File: src/rtl/serial_subtractor_if.sv
// Operand/result handshake bundle for the serial subtractor.
// The master drives operands and result back-pressure; the slave is the subtractor.
interface serial_subtractor_if #(
  parameter int WIDTH = 32
);
  logic             in_valid;
  logic             in_ready;
  logic [WIDTH-1:0] A;
  logic [WIDTH-1:0] B;
  logic             Bin;
  logic             out_valid;
  logic             out_ready;
  logic [WIDTH-1:0] D;
  logic             Bout;
  logic             V;
  logic             Z;

  modport master (
    output in_valid, A, B, Bin, out_ready,
    input  in_ready, out_valid, D, Bout, V, Z
  );

  modport slave (
    input  in_valid, A, B, Bin, out_ready,
    output in_ready, out_valid, D, Bout, V, Z
  );
endinterface

File: src/rtl/serial_subtractor.sv
// Multi-cycle ripple-borrow subtractor: D = A - B - Bin, one SLICE-bit slice
// per clock, LSB slice first. Operands are shifted right as slices are consumed
// and the result is shifted in from the top, so no variable part-selects are needed.
module serial_subtractor #(
  parameter int WIDTH = 32,
  parameter int SLICE = 8
) (
  input  logic                clk,
  input  logic                rst,
  serial_subtractor_if.slave  bus
);
  localparam int N  = WIDTH / SLICE;
  localparam int CW = (N > 1) ? $clog2(N) : 1;

  typedef enum logic [1:0] {IDLE, RUN, DONE} state_t;

  state_t           state, state_nxt;
  logic [WIDTH-1:0] a_r, b_r, res, res_nxt;
  logic             a_msb, b_msb, borrow;
  logic [CW-1:0]    cnt;
  logic [SLICE:0]   diff;
  logic             last, accept, retire;

  // Current slice difference at SLICE+1 bits; top bit is the borrow out.
  assign diff    = {1'b0, a_r[SLICE-1:0]} - {1'b0, b_r[SLICE-1:0]} - {{SLICE{1'b0}}, borrow};
  // New slice enters at the top; after N cycles slice 0 has reached the bottom.
  assign res_nxt = WIDTH'({diff[SLICE-1:0], res} >> SLICE);
  assign last    = (cnt == CW'(N - 1));

  assign bus.in_ready  = (state == IDLE) & ~rst;
  assign bus.out_valid = (state == DONE) & ~rst;
  assign accept        = bus.in_valid & bus.in_ready;
  assign retire        = bus.out_valid & bus.out_ready;

  // State register.
  always_ff @(posedge clk) begin
    if (rst) state <= IDLE;
    else     state <= state_nxt;
  end

  // Next-state: accept -> N slice cycles -> hold result until taken.
  always_comb begin
    state_nxt = state;
    case (state)
      IDLE:    if (accept) state_nxt = RUN;
      RUN:     if (last)   state_nxt = DONE;
      DONE:    if (retire) state_nxt = IDLE;
      default: state_nxt = IDLE;
    endcase
  end

  // Operand capture, per-slice borrow ripple, and result/flag load on the last slice.
  always_ff @(posedge clk) begin
    if (rst) begin
      a_r      <= '0;
      b_r      <= '0;
      res      <= '0;
      a_msb    <= 1'b0;
      b_msb    <= 1'b0;
      borrow   <= 1'b0;
      cnt      <= '0;
      bus.D    <= '0;
      bus.Bout <= 1'b0;
      bus.V    <= 1'b0;
      bus.Z    <= 1'b0;
    end else begin
      case (state)
        IDLE: if (accept) begin
          a_r    <= bus.A;
          b_r    <= bus.B;
          a_msb  <= bus.A[WIDTH-1];
          b_msb  <= bus.B[WIDTH-1];
          borrow <= bus.Bin;
          cnt    <= '0;
        end
        RUN: begin
          a_r    <= a_r >> SLICE;
          b_r    <= b_r >> SLICE;
          res    <= res_nxt;
          borrow <= diff[SLICE];
          if (!last) cnt <= cnt + CW'(1);
          if (last) begin
            bus.D    <= res_nxt;
            bus.Bout <= diff[SLICE];
            // Sign overflow uses the original operand signs only; Bin is not part of it.
            bus.V    <= (a_msb != b_msb) & (res_nxt[WIDTH-1] != a_msb);
            bus.Z    <= ~|res_nxt;
          end
        end
        default: ;
      endcase
    end
  end
endmodule

File: src/flat_wrapper.sv
// flat-port wrapper written by rule: the top's interface ports become plain ports
module serial_subtractor_flat 
#(
  parameter int WIDTH = 32,
  parameter int SLICE = 8
)
  (clk, rst, bus_in_valid, bus_A, bus_B, bus_Bin, bus_out_ready, bus_in_ready, bus_out_valid, bus_D, bus_Bout, bus_V, bus_Z);
  serial_subtractor_if #(.WIDTH(WIDTH)) bus_i ();
  input  logic clk;
  input  logic rst;
  input wire logic [$bits(bus_i.in_valid)-1:0] bus_in_valid;
  input wire logic [$bits(bus_i.A)-1:0] bus_A;
  input wire logic [$bits(bus_i.B)-1:0] bus_B;
  input wire logic [$bits(bus_i.Bin)-1:0] bus_Bin;
  input wire logic [$bits(bus_i.out_ready)-1:0] bus_out_ready;
  output wire logic [$bits(bus_i.in_ready)-1:0] bus_in_ready;
  output wire logic [$bits(bus_i.out_valid)-1:0] bus_out_valid;
  output wire logic [$bits(bus_i.D)-1:0] bus_D;
  output wire logic [$bits(bus_i.Bout)-1:0] bus_Bout;
  output wire logic [$bits(bus_i.V)-1:0] bus_V;
  output wire logic [$bits(bus_i.Z)-1:0] bus_Z;
  assign bus_i.in_valid = bus_in_valid;
  assign bus_i.A = bus_A;
  assign bus_i.B = bus_B;
  assign bus_i.Bin = bus_Bin;
  assign bus_i.out_ready = bus_out_ready;
  assign bus_in_ready = bus_i.in_ready;
  assign bus_out_valid = bus_i.out_valid;
  assign bus_D = bus_i.D;
  assign bus_Bout = bus_i.Bout;
  assign bus_V = bus_i.V;
  assign bus_Z = bus_i.Z;
  serial_subtractor #(.WIDTH(WIDTH), .SLICE(SLICE)) u_core (.clk(clk), .rst(rst), .bus(bus_i));
endmodule
File: config.mk
export PLATFORM = sky130hd
export DESIGN_NAME = serial_subtractor_flat
export DESIGN_NICKNAME = d
export VERILOG_FILES = /design/src/rtl/serial_subtractor_if.sv /design/src/rtl/serial_subtractor.sv /design/src/flat_wrapper.sv
export SDC_FILE = /design/constraint.sdc
export NUM_CORES = 1
export LEC_CHECK = 0
export CAP_MARGIN = 5
export CORE_UTILIZATION = 54
export CTS_BUF_LIST = sky130_fd_sc_hd__clkbuf_2
export DETAILED_ROUTE_END_ITERATION = 10
export PLACE_DENSITY = 0.81
export SYNTH_ARGS = -nofsm -noshare
export SYNTH_HDL_FRONTEND = slang
export SYNTH_SLANG_ARGS = --single-unit
File: constraint.sdc
create_clock -name clk -period 3.5 [get_ports clk]
set_input_delay 0.35 -clock clk [delete_from_list [all_inputs] [get_ports clk]]
set_output_delay 0.35 -clock clk [all_outputs]
set_load 0.02 [all_outputs]
==> flow_summary_export.csv <==
group,metric,value,unit
logic_synthesis,synth_ff_type,"dfxtp_1",
logic_synthesis,synth_edf_count,0,
worst_setup_path,slowest_stage,"a2111oi_2",
final_layout,antenna_cells,0,
worst_setup_path,timing.critical_path.buf_inv,1,
logic_synthesis,synth.distinct_cells,42,
logic_synthesis,synth.most_common_cell,"nand2_1",
power_and_ir_drop,p_int,2.30,mW
detailed_routing,ant_nets,0,
floorplan,die_w,104,um
final_layout,fin_nets,878,
logic_synthesis,synth_top_area_cell,"dfxtp_1",
floorplan,num_io_pins,106,
timing,period_minus_slack,2800,ps
worst_setup_path,cp-end-kind,"flop",
floorplan,die_height,104,um
timing,slew_viol_final,0,
clock_tree,cts-root-buf,"clkbuf_2",
power_and_ir_drop,comb_power_share,0.186,
power_and_ir_drop,p_switching,1.01,mW
clock_tree,cts_tree,"done",
final_layout,drive_gt1_frac,0.0621,
power_and_ir_drop,irDropWorstVdd,0.000232,V
logic_synthesis,syn-cell-area,5580,um^2
worst_setup_path,start_kind,"flop",
final_layout,fillers,825,
logic_synthesis,yosysTopAreaCellShare,0.466,
clock_tree,clk_path_buf_depth,2,
clock_tree,clk_latency,690,ps
clock_tree,cts.repair.resized,0,
logic_synthesis,yosys_warnings,0,
power_and_ir_drop,finalPower,3.31,mW
global_route,grt_usage,0.264,
timing,hold_viol,0,
global_route,grt_pass1_wl,23000,um
power_and_ir_drop,p_per_area,476,nW/um^2
place,dp_hpwl,9500,um
detailed_routing,routed-via-count,5251,
timing,tightest_slew,881,ps
logic_synthesis,async_reset_ff_frac,0,
logic_synthesis,ys_ff_latch,130,
clock_tree,cts.htree.levels,4,
timing,rsz0062_at_grt,"false",
power_and_ir_drop,p_seq_frac,0.491,
timing,relSlewSlack,0.412,
clock_tree,clkTransAtPathRegs,210,ps
floorplan,start_util,0.563,
global_route,overflow,0,
min_path,timing.hold.worst.class,"primary input to flop",
timing,fin_crit_sh,0.801,
worst_setup_path,timing.critical_path.max_delay_family,"compound AO/OA/AOI/OAI gates",
run,drv_cap,0,
power_and_ir_drop,power.share.switching,0.305,
global_route,grt_max_degree,90,
timing,tns,0,ps
worst_setup_path,worstPathArrival,3420,ps
place,gp_congestion,0.823,
detailed_routing,dr.pass1.iters,5,
floorplan,die_area,10700,um^2
global_route,grt_pass1_vias,5007,
worst_setup_path,slowest_delay,490,ps
timing,clock-skew-final,41.5,ps
floorplan,core,9910,um^2
timing,max_freq,357,MHz
logic_synthesis,synth_commonest_cells,"nand2_1, dfxtp_1, a21oi_1",
worst_setup_path,path_class,"flop to flop",
clock_tree,cts_sinks,130,
worst_setup_path,crit_required,4120,ps
final_layout,area_delta_synth_final,24.7,%
detailed_routing,wl,13600,um
place,port_buffers,105,
clock_tree,postCtsSetupBuffers,0,
worst_setup_path,cp_max_fo,3,
detailed_routing,drc,0,
worst_setup_path,path_common_cell,"fa_1",
logic_synthesis,synth.avg_cell_area,7.84,um^2
timing,setup_viol,0,
logic_synthesis,netlist_instances,712,
logic_synthesis,syn_nets,798,
floorplan,rows,36,
clock_tree,cts_buffers,17,
detailed_routing,avgRoutedWirePerCell,14.5,um
detailed_routing,drtIter0Drc,359,
logic_synthesis,synth_area_leaders,"dfxtp_1, nand2_1, a311oi_1",
global_route,antenna_found_initial,0,
power_and_ir_drop,clkPwrFrac,0.323,
final_layout,finish.utilization,0.702,
worst_setup_path,cp_cell_sequence,"inv_1 -> fa_1 -> fa_1 -> nand2b_1 -> a2111oi_2 -> o21ai_1 -> a2111o_1 -> o31ai_2",
logic_synthesis,seq_area_frac_synth,0.466,
outcome,outcome,"completed",
clock_tree,cts.hold.buffers_added,0,
detailed_routing,viasPerCell,5.60,
power_and_ir_drop,p_leak,2.50,nW
[worst reg2reg max path: stages, from the launching register on]
cell and delay [ps]:
dfxtp_1 380, inv_1 60, fa_1 480, fa_1 440, nand2b_1 190, a2111oi_2 490
o21ai_1 160, a2111o_1 390, o31ai_2 170
[flip-flops by register name, indices dropped and copies added (netlist names), 2 cells and up]
name / flops
u_core.state: 2
u_core.bus.D: 32
u_core.cnt: 2
u_core.a_r: 32
u_core.res: 24
u_core.b_r: 32
[layout make-up]
| type | count | area, um^2 | area share |
|---|---|---|---|
| clock buffer | 17 | 85.1 | 0.0122 |
| clock inverter | 15 | 203 | 0.0291 |
| inverter | 25 | 93.8 | 0.0135 |
| multi-input combinational | 505 | 2690 | 0.386 |
| sequential | 130 | 2600 | 0.374 |
| tap | 133 | 166 | 0.0239 |
| timing repair buffer | 113 | 1120 | 0.161 |
[layer usage]
metal / global-route usage / vias to the layer above / routed length [um]
li1: - / 2581 / -
met1: 0.329 / 2455 / 5990
met2: 0.448 / 183 / 6620
met3: 0.0560 / 32 / 662
met4: 0.0973 / 0 / 315
met5: 0 / - / 0
[placed cells by master (no fill, tap or decap), types with 3 or more instances in the layout]
| cell | synthesis | final |
|---|---|---|
| nand2_1 | 239 | 238 |
| nand3_1 | 3 | 3 |
| bufinv_16 | 0 | 4 |
| a311oi_1 | 48 | 48 |
| dfxtp_1 | 130 | 130 |
| a31oi_1 | 3 | 3 |
| a21oi_1 | 72 | 72 |
| nor2_1 | 62 | 62 |
| buf_4 | 0 | 8 |
| nor3_1 | 4 | 4 |
| clkdlybuf4s50_1 | 0 | 104 |
| nand3b_1 | 4 | 4 |
| xnor2_1 | 3 | 3 |
| a211oi_1 | 6 | 6 |
| inv_1 | 25 | 25 |
| ha_1 | 15 | 15 |
| clkbuf_2 | 0 | 17 |
| nor4_1 | 8 | 8 |
| inv_6 | 0 | 4 |
| o21ai_0 | 3 | 3 |
[metrics by stage]
stage / cell area, um^2 / instances / setup slack [ps] / hold WS (ps)
6_report: 6960 / 938 / 696 / 43.1
5_1_grt: 6960 / 938 / 465 / 4.62
4_1_cts: 6960 / 938 / 707 / 4.48
3_5_place_dp: 6670 / 906 / 768 / 447
3_3_place_gp: 6670 / 906 / 863 / 442
2_1_floorplan: 5580 / 712 / 932 / 437
[worst paths after layout]
check / start / endpoint / slack [ps] / depth (start not counted)
setup / recovery: u_core.borrow / u_core.bus.Z / 700 / 8
hold / removal: rst / u_core.state[1] / 40 / 2
hold reg to reg: u_core.bus.D[21] / u_core.bus.D[21] / 470 / 2
setup reg to reg: u_core.borrow / u_core.bus.Z / 700 / 8
[cell families after synthesis]
family | after synthesis | synth area share
simple gates | 338 | 0.249
compound gates | 144 | 0.179
flops | 130 | 0.466
buf+inv | 77 | 0.0540
fa+ha+maj | 17 | 0.0408
xor+xnor | 5 | 0.00785
mux | 1 | 0.00202
[power by group through the flow]
stage | combinational, mW | clock, mW | sequential, mW
after detailed placement | 0.604 | 0 | 1.65
after global routing | 0.683 | 1.15 | 1.64
after global placement | 0.577 | 0 | 1.65
final | 0.617 | 1.07 | 1.63
after CTS | 0.614 | 1.08 | 1.62
after floorplan | 0.426 | 0 | 1.63
Power figures use the tool's default switching activity.
